===== config.mk =====
export PLATFORM = sky130hd
export DESIGN_NAME = fourier_rns_seq
export DESIGN_NICKNAME = d
export VERILOG_FILES = /design/src/rtl/fourier_rns_seq.sv
export SDC_FILE = /design/constraint.sdc
export NUM_CORES = 1
export LEC_CHECK = 0
export CAP_MARGIN = 25
export CORE_AREA = 2 2 92 94
export CTS_BUF_LIST = sky130_fd_sc_hd__clkbuf_4 sky130_fd_sc_hd__clkbuf_8
export DETAILED_ROUTE_END_ITERATION = 10
export DIE_AREA = 0 0 94 96
export DONT_BUFFER_PORTS = 1
export PLACE_DENSITY = 0.31
export SETUP_SLACK_MARGIN = 0.4
export SLEW_MARGIN = 20
export SYNTH_ARGS = -nofsm -noshare
export SYNTH_HDL_FRONTEND = slang
export SYNTH_SLANG_ARGS = --single-unit

===== constraint.sdc =====
create_clock -name clk -period 2 [get_ports clk]
set_input_delay 0.4 -clock clk [delete_from_list [all_inputs] [get_ports clk]]
set_output_delay 0.4 -clock clk [all_outputs]
set_load 0.03 [all_outputs]

===== src/rtl/fourier_rns_seq.sv =====
`default_nettype none
// ============================================================================
// Module   : fourier_rns_seq
// Brief    : Load / compute / readback sequencer for one fourier_rns engine.
//            Optional compute watchdog enabled by FOURIER_SEQ_TIMEOUT_EN.
// Revision : 1.0
// ============================================================================
module fourier_rns_seq #(
   parameter int N       = 100,
   parameter int TIMEOUT = 131072
) (
   input  logic        clk,
   input  logic        reset,
   input  logic        start,
   input  logic        in_valid,
   output logic        in_ready,
   input  logic [31:0] in_data,
   output logic        out_valid,
   input  logic        out_ready,
   output logic [31:0] out_re,
   output logic [31:0] out_im,
   output logic        out_last,
   output logic        busy,
   output logic        error,
   output logic        eng_reset,
   output logic [31:0] eng_addr,
   output logic [31:0] eng_x_rns,
   output logic [1:0]  eng_op,
   input  logic [31:0] eng_y_re,
   input  logic [31:0] eng_y_im,
   input  logic        eng_done
);

   if (N < 2 || TIMEOUT < 1) begin : g_bad_params
      $error("fourier_rns_seq: N must be >= 2 and TIMEOUT must be >= 1");
   end

   localparam int            KW     = $clog2(N);
   localparam logic [KW-1:0] K_LAST = KW'(N - 1);

   localparam logic [2:0] S_IDLE    = 3'd0;
   localparam logic [2:0] S_CLEAR   = 3'd1;
   localparam logic [2:0] S_LOAD    = 3'd2;
   localparam logic [2:0] S_COMPUTE = 3'd3;
   localparam logic [2:0] S_RD_REQ  = 3'd4;
   localparam logic [2:0] S_RD_HOLD = 3'd5;

   localparam logic [1:0] OP_NOP     = 2'b00;
   localparam logic [1:0] OP_WRITE   = 2'b01;
   localparam logic [1:0] OP_COMPUTE = 2'b10;
   localparam logic [1:0] OP_LATCH   = 2'b11;

   logic [2:0]    state_q, state_d;
   logic [KW-1:0] k_q, k_d;
   logic          timeout_hit;

`ifdef FOURIER_SEQ_TIMEOUT_EN
   localparam int CW = $clog2(TIMEOUT + 1);

   logic [CW-1:0] tcnt_q, tcnt_d;
   logic          error_q, error_d;

   // Counter is zero on the first COMPUTE cycle, so TIMEOUT cycles elapse before the abort.
   assign timeout_hit = (state_q == S_COMPUTE) && !eng_done && (tcnt_q == CW'(TIMEOUT - 1));

   always_comb begin
      tcnt_d  = (state_q == S_COMPUTE) ? tcnt_q + 1'b1 : '0;
      error_d = error_q | timeout_hit;
   end

   always_ff @(posedge clk) begin
      if (reset) begin
         tcnt_q  <= '0;
         error_q <= 1'b0;
      end else begin
         tcnt_q  <= tcnt_d;
         error_q <= error_d;
      end
   end

   assign error = error_q;
`else
   assign timeout_hit = 1'b0;
   assign error       = 1'b0;
`endif

   always_ff @(posedge clk) begin
      if (reset) begin
         state_q <= S_IDLE;
         k_q     <= '0;
      end else begin
         state_q <= state_d;
         k_q     <= k_d;
      end
   end

   always_comb begin
      state_d = state_q;
      k_d     = k_q;
      case (state_q)
         S_IDLE: begin
            if (start) begin
               state_d = S_CLEAR;
            end
         end
         S_CLEAR: begin
            state_d = S_LOAD;
            k_d     = '0;
         end
         S_LOAD: begin
            if (in_valid) begin
               if (k_q == K_LAST) begin
                  state_d = S_COMPUTE;
                  k_d     = '0;
               end else begin
                  k_d = k_q + 1'b1;
               end
            end
         end
         S_COMPUTE: begin
            if (eng_done) begin
               state_d = S_RD_REQ;
               k_d     = '0;
            end else if (timeout_hit) begin
               state_d = S_IDLE;
               k_d     = '0;
            end
         end
         S_RD_REQ: begin
            state_d = S_RD_HOLD;
         end
         S_RD_HOLD: begin
            if (out_ready) begin
               if (k_q == K_LAST) begin
                  state_d = S_IDLE;
                  k_d     = '0;
               end else begin
                  state_d = S_RD_REQ;
                  k_d     = k_q + 1'b1;
               end
            end
         end
         default: begin
            state_d = S_IDLE;
            k_d     = '0;
         end
      endcase
   end

   // Handshakes are masked while reset is high so nothing is written or emitted
   // during the cycle that is about to be aborted.
   always_comb begin
      in_ready  = 1'b0;
      out_valid = 1'b0;
      out_last  = 1'b0;
      busy      = (state_q != S_IDLE);
      eng_reset = reset;
      eng_op    = OP_NOP;
      eng_addr  = 32'(k_q);
      eng_x_rns = '0;
      case (state_q)
         S_CLEAR: begin
            eng_reset = 1'b1;
         end
         S_LOAD: begin
            in_ready  = !reset;
            eng_x_rns = in_data;
            if (in_valid && !reset) begin
               eng_op = OP_WRITE;
            end
         end
         S_COMPUTE: begin
            eng_op = OP_COMPUTE;
         end
         S_RD_REQ: begin
            eng_op = OP_LATCH;
         end
         S_RD_HOLD: begin
            out_valid = !reset;
            out_last  = !reset && (k_q == K_LAST);
         end
         default: begin
            eng_op = OP_NOP;
         end
      endcase
   end

   assign out_re = eng_y_re;
   assign out_im = eng_y_im;

endmodule
`default_nettype wire

# --- After elaboration in Yosys (flattened, before gate mapping) ---
# Cells that the tools add are included.
totals:
  reg_bits: 10
  in_bits: 102
  elab_cells: 42
  out_inout_bits: 136
op_classes:
  bitwise_logic: 1
  mux: 19
  addsub: 1
  eq_ne: 11
  reduce_logical: 8
ops:
  columns: ["operator", "n"]
  rows:
  - ["32-bit 2-to-1 mux", 1]
  - ["7-bit 2-to-1 mux", 4]
  - ["7-bit one-hot mux with 4 select lines", 1]
  - ["3-bit 2-to-1 mux", 6]
  - ["3-bit one-hot mux with 6 select lines", 1]
  - ["2-bit inequality test (second input constant)", 5]
  - ["7-bit by 1-bit adder with 7-bit output (second input constant)", 1]
  - ["7-bit equality test (second input constant)", 1]
  - ["3-bit by 2-bit equality test with 1-bit output (second input constant)", 2]
  - ["3-bit equality test (second input constant)", 2]
  - ["2-bit one-hot mux with 3 select lines", 1]
  - ["1-bit 2-to-1 mux", 5]
  - ["5-bit AND reduction", 1]
  - ["4-bit AND reduction", 1]
  - ["3-bit by 1-bit equality test with 1-bit output (second input constant)", 1]
  - ["3-bit zero test", 1]
  - ["3-bit nonzero test", 1]
  - ["1-bit logical AND", 2]
  - ["2-bit OR reduction", 1]
  - ["1-bit zero test", 1]
  - ["1-bit NOT", 1]

# --- Logic depth before layout (Yosys ltp) ---
# Gate-level depths: netlist of the first run.
depth:
  ltp_word: 4
  mapped_depth: 5
  depth_no_buf: 5

# --- Least setup slack after synthesis of the first run ---
# OpenSTA, ideal clock, no wires.
synth_path:
  path_type: "register -> output"
  from: "register k_q[0]"
  to: "output port out_last"
  t_arrival_ns: 1.511
  required_time_ns: 1.600
  path_slack_ns: 0.089
  stages_incl_launch_ff: 4
  n_path_buf: 0
  cell_sequence: "dfxtp_1 ha_1 nor2b_1 and3_1"
synth_via:
  elab_chain_len: 3
synth_rtl:
  columns: ["element", "line", "source"]
  rows:
  - ["start: declaration", "54", "logic [KW-1:0] k_q, k_d;"]
  - ["start signal: assignment", "93", "k_q <= k_d;"]
  - ["7-bit equality test", "180", "out_last = !reset && (k_q == K_LAST);"]
  - ["1-bit logical AND", "180", null]
  - ["1-bit 2-to-1 mux", "161", "case (state_q)"]
  - ["end: declaration", "22", "output logic out_last,"]
# Every way passes these cells.

# --- Worst setup path in the final report of the first run ---
layout_path:
  from: "register state_q[1]"
  to: "output port eng_x_rns[21]"
layout_via:
  elab_chain_len: 2
layout_rtl:
  columns: ["element", "line", "source"]
  rows:
  - ["start: declaration", "53", "logic [2:0] state_q, state_d;"]
  - ["start signal: assignment", "92", "state_q <= state_d;"]
  - ["3-bit by 2-bit equality test with 1-bit output", "161", null]
  - ["32-bit 2-to-1 mux", "161", null]
  - ["end: declaration", "27", "output logic [31:0] eng_x_rns,"]
# Every way passes these cells.

==> results.md, run 1 <==
* Crit-path most repeated cell: nor2b_4
* I/O Pins at 238
* DRC at 0
* Mapped Cells at 214
* Req. time, crit path at 1.60 ns
* Initial antenna violation count at 0
* RSZ-0062 raised after global routing: true
* Core area at 8050 sq um
* Final worst path period need at 1.76 ns
* Clock latency on the worst-skew pair at 0.25 ns
* Most frequent cells in the layout: and2_4, conb_1, buf_4
* Sink Count at 10
* Vias in the first global route at 1020
* Layout cells sized above 1 at 53.4%
* Largest net degree at the start of global routing at 33
* RD Place Congestion at 0.681
* Max VDD drop at 0.326 mV
* Yosys warnings at 0
* CP max stage delay at 0.36 ns
* Drt total wl at 4340 microns
* Min-delay worst type: input port to flop
* Synthesized area at 1610 sq um
* Net switching power figure at 0.868 mW
* CTS root buffer: clkbuf_8
* Slowest CP cell: dfxtp_4
* Clk buf depth at 2
* Reg power frac at 14.6%
* Crit path kind: flop to primary output
* Startpoint Class: flop
* CTS tree: yes
* Grt total ovfl at 0
* Post-DP HPWL at 3380 microns
* Number of routed nets with antenna violations at 0
* Total track usage at 8.09%
* Drt pass-1 iters at 4
* Fin. Hold Viols at 0
* Nets at 282
* Synthesized flop and latch total at 10
* Buffers on Ports at 0
* Vias at 1158
* Final Slew Violations at 0
* Die width at 94 microns
* Commonest non-fill, non-tap cell in the layout: and2_4
* Area growth syn-to-layout at 3.81%
* Final worst-path setup slack at 0.240 ns
* Setup TNS at 0 ns
* Die area at 9020 sq um
* Most used DFF post-synth: dfxtp_1
* CP endpoint kind: primary output
* Worst slack at placement at 0.313 ns
* Clock Skews at 0.00297 ns
* F_max at 568 MHz
* CP arrival at 1.36 ns
* Initial DRC Count at 22
* H-tree depth at 1
* Worst path cell trace: nor2b_4 -> nor2b_4 -> clkbuf_16 -> and2_4
* Leakage at 0.736 nW
* Pint at 0.917 mW
* Routed wire length per instance at 15.3 microns
* Initial core utilization at 20.0%
* Finish-stage setup viols at 0
* Seq/Total Area, Yosys at 12.5%
* Drt via density at 4.09
* Asr flop ratio synth at 0%
* Max FO, Critical Path at 8
* Clock Pin Slew Worst Setup and Hold Paths at 0.06 ns
* Max-cap viol count at 0
* Die Y at 96 microns
* PD cells at 1070 nW/um^2
* Final Cycle Share at 88.0%
* Number of enable flip-flop cells after synthesis at 0
* Total CTS buffers at 3
* Comb pwr share at 70.2%
* Number of distinct library cells after synthesis at 39
* Clock power share at 15.2%
* Status: completed
* Diodes inserted at 0
* Synthesized area per cell at 7.51 sq um
* Rows at 33
* First-pass GRT wire length at 5660 microns
* Sw Ratio at 48.6%
## synthesized netlist by cell type (all sizes together) (2+ instances only)
cell	instances	area, sq um
nand3	5	25.0
a21oi	7	35.0
clkbuf	5	18.8
buf	93	697
and3	6	42.5
nand3b	2	15.0
o211ai	2	15.0
o21ai	2	10.0
or3	2	12.5
nand2	8	30.0
dfxtp	10	200
nand4	3	18.8
nor2	7	26.3
o31ai	2	15.0
nand2b	3	18.8
nor2b	3	18.8
a221o	3	30.0
and2	32	200
nor4	2	12.5
## path summary, 6_finish.rpt
path                            startpoint       endpoint  slack, ns  depth (start not counted)
worst min-delay path                 reset     state_q[2]       0.21                          1
worst max register to register  state_q[1]         k_q[3]       0.40                          6
worst max-delay path            state_q[1]  eng_x_rns[21]       0.24                          4
worst min register to register  state_q[1]     state_q[0]       0.55                          2
## worst max-delay path, delay by kind of cell, from the launching register on
family | cells | cell delay, ns
buffers and inverters | 1 | 0.18
DFF | 1 | 0.36
and+or+nand+nor | 3 | 0.57
## state kept, by name (all words and copies together) (netlist names)
name / cells
state_q: 3
k_q: 7
## what timing repair did
item                                    4_1_cts  5_1_grt
hold buffers                                  0        0
buffers inserted                             12        4
pin swaps                                     7       17
gates resized for setup                      18        9
hold endpoints to repair                      0        0
endpoints found under the setup margin       43       47
gates cloned                                  0        2
## layer usage
metal	global-route usage, %	up-vias	wire [microns]
met4	2.17	0	55
met3	4.31	6	535
met1	7.81	540	1410
met2	15.1	89	2340
li1	-	523	-
met5	0	-	0
## stage by stage
step           cells  cell area [sq um]  hold WS, ns  total power [mW]  util, %
2_1_floorplan    239               1820        0.549              1.43        -
3_3_place_gp     261               1350        0.468              1.30     16.7
3_5_place_dp     261               1350        0.469              1.29     16.7
4_1_cts          277               1570        0.206              1.67     19.4
5_1_grt          283               1670        0.205              1.88     20.7
6_report         283               1670        0.207              1.79     20.7
## kinds of logic after synthesis
kind of cell	Yosys count	synth area share [%]
flip-flops	10	12.5
AND/OR/NAND/NOR	78	28.9
buffers and inverters	99	44.7
AO/OA/AOI/OAI	23	11.5
multiplexers	2	1.32
adder cells (fa/ha/maj)	1	0.778
other	1	0.233
## cell type report
type	count	area [sq um]
sequential	10	219
fill	925	6380
clock buffer	4	55.1
inverter	1	3.75
tap	105	131
timing repair buffer	33	309
multi-input combinational	130	951
## power by group through the flow
stage	clock, mW	combinational [mW]	sequential [mW]
final	0.272	1.25	0.261
after global routing	0.287	1.32	0.267
after CTS	0.276	1.13	0.258
after detailed placement	0	1.03	0.259
after global placement	0	1.04	0.257
after floorplan	0	1.19	0.245
(Power assumes the default switching activity.)
==> run 2: changes to the inputs <==
CTS_CLUSTER_SIZE = 16   (was default)
==> results of run 2 <==
Final layout, timing and power as in run 1 (identical DEF).
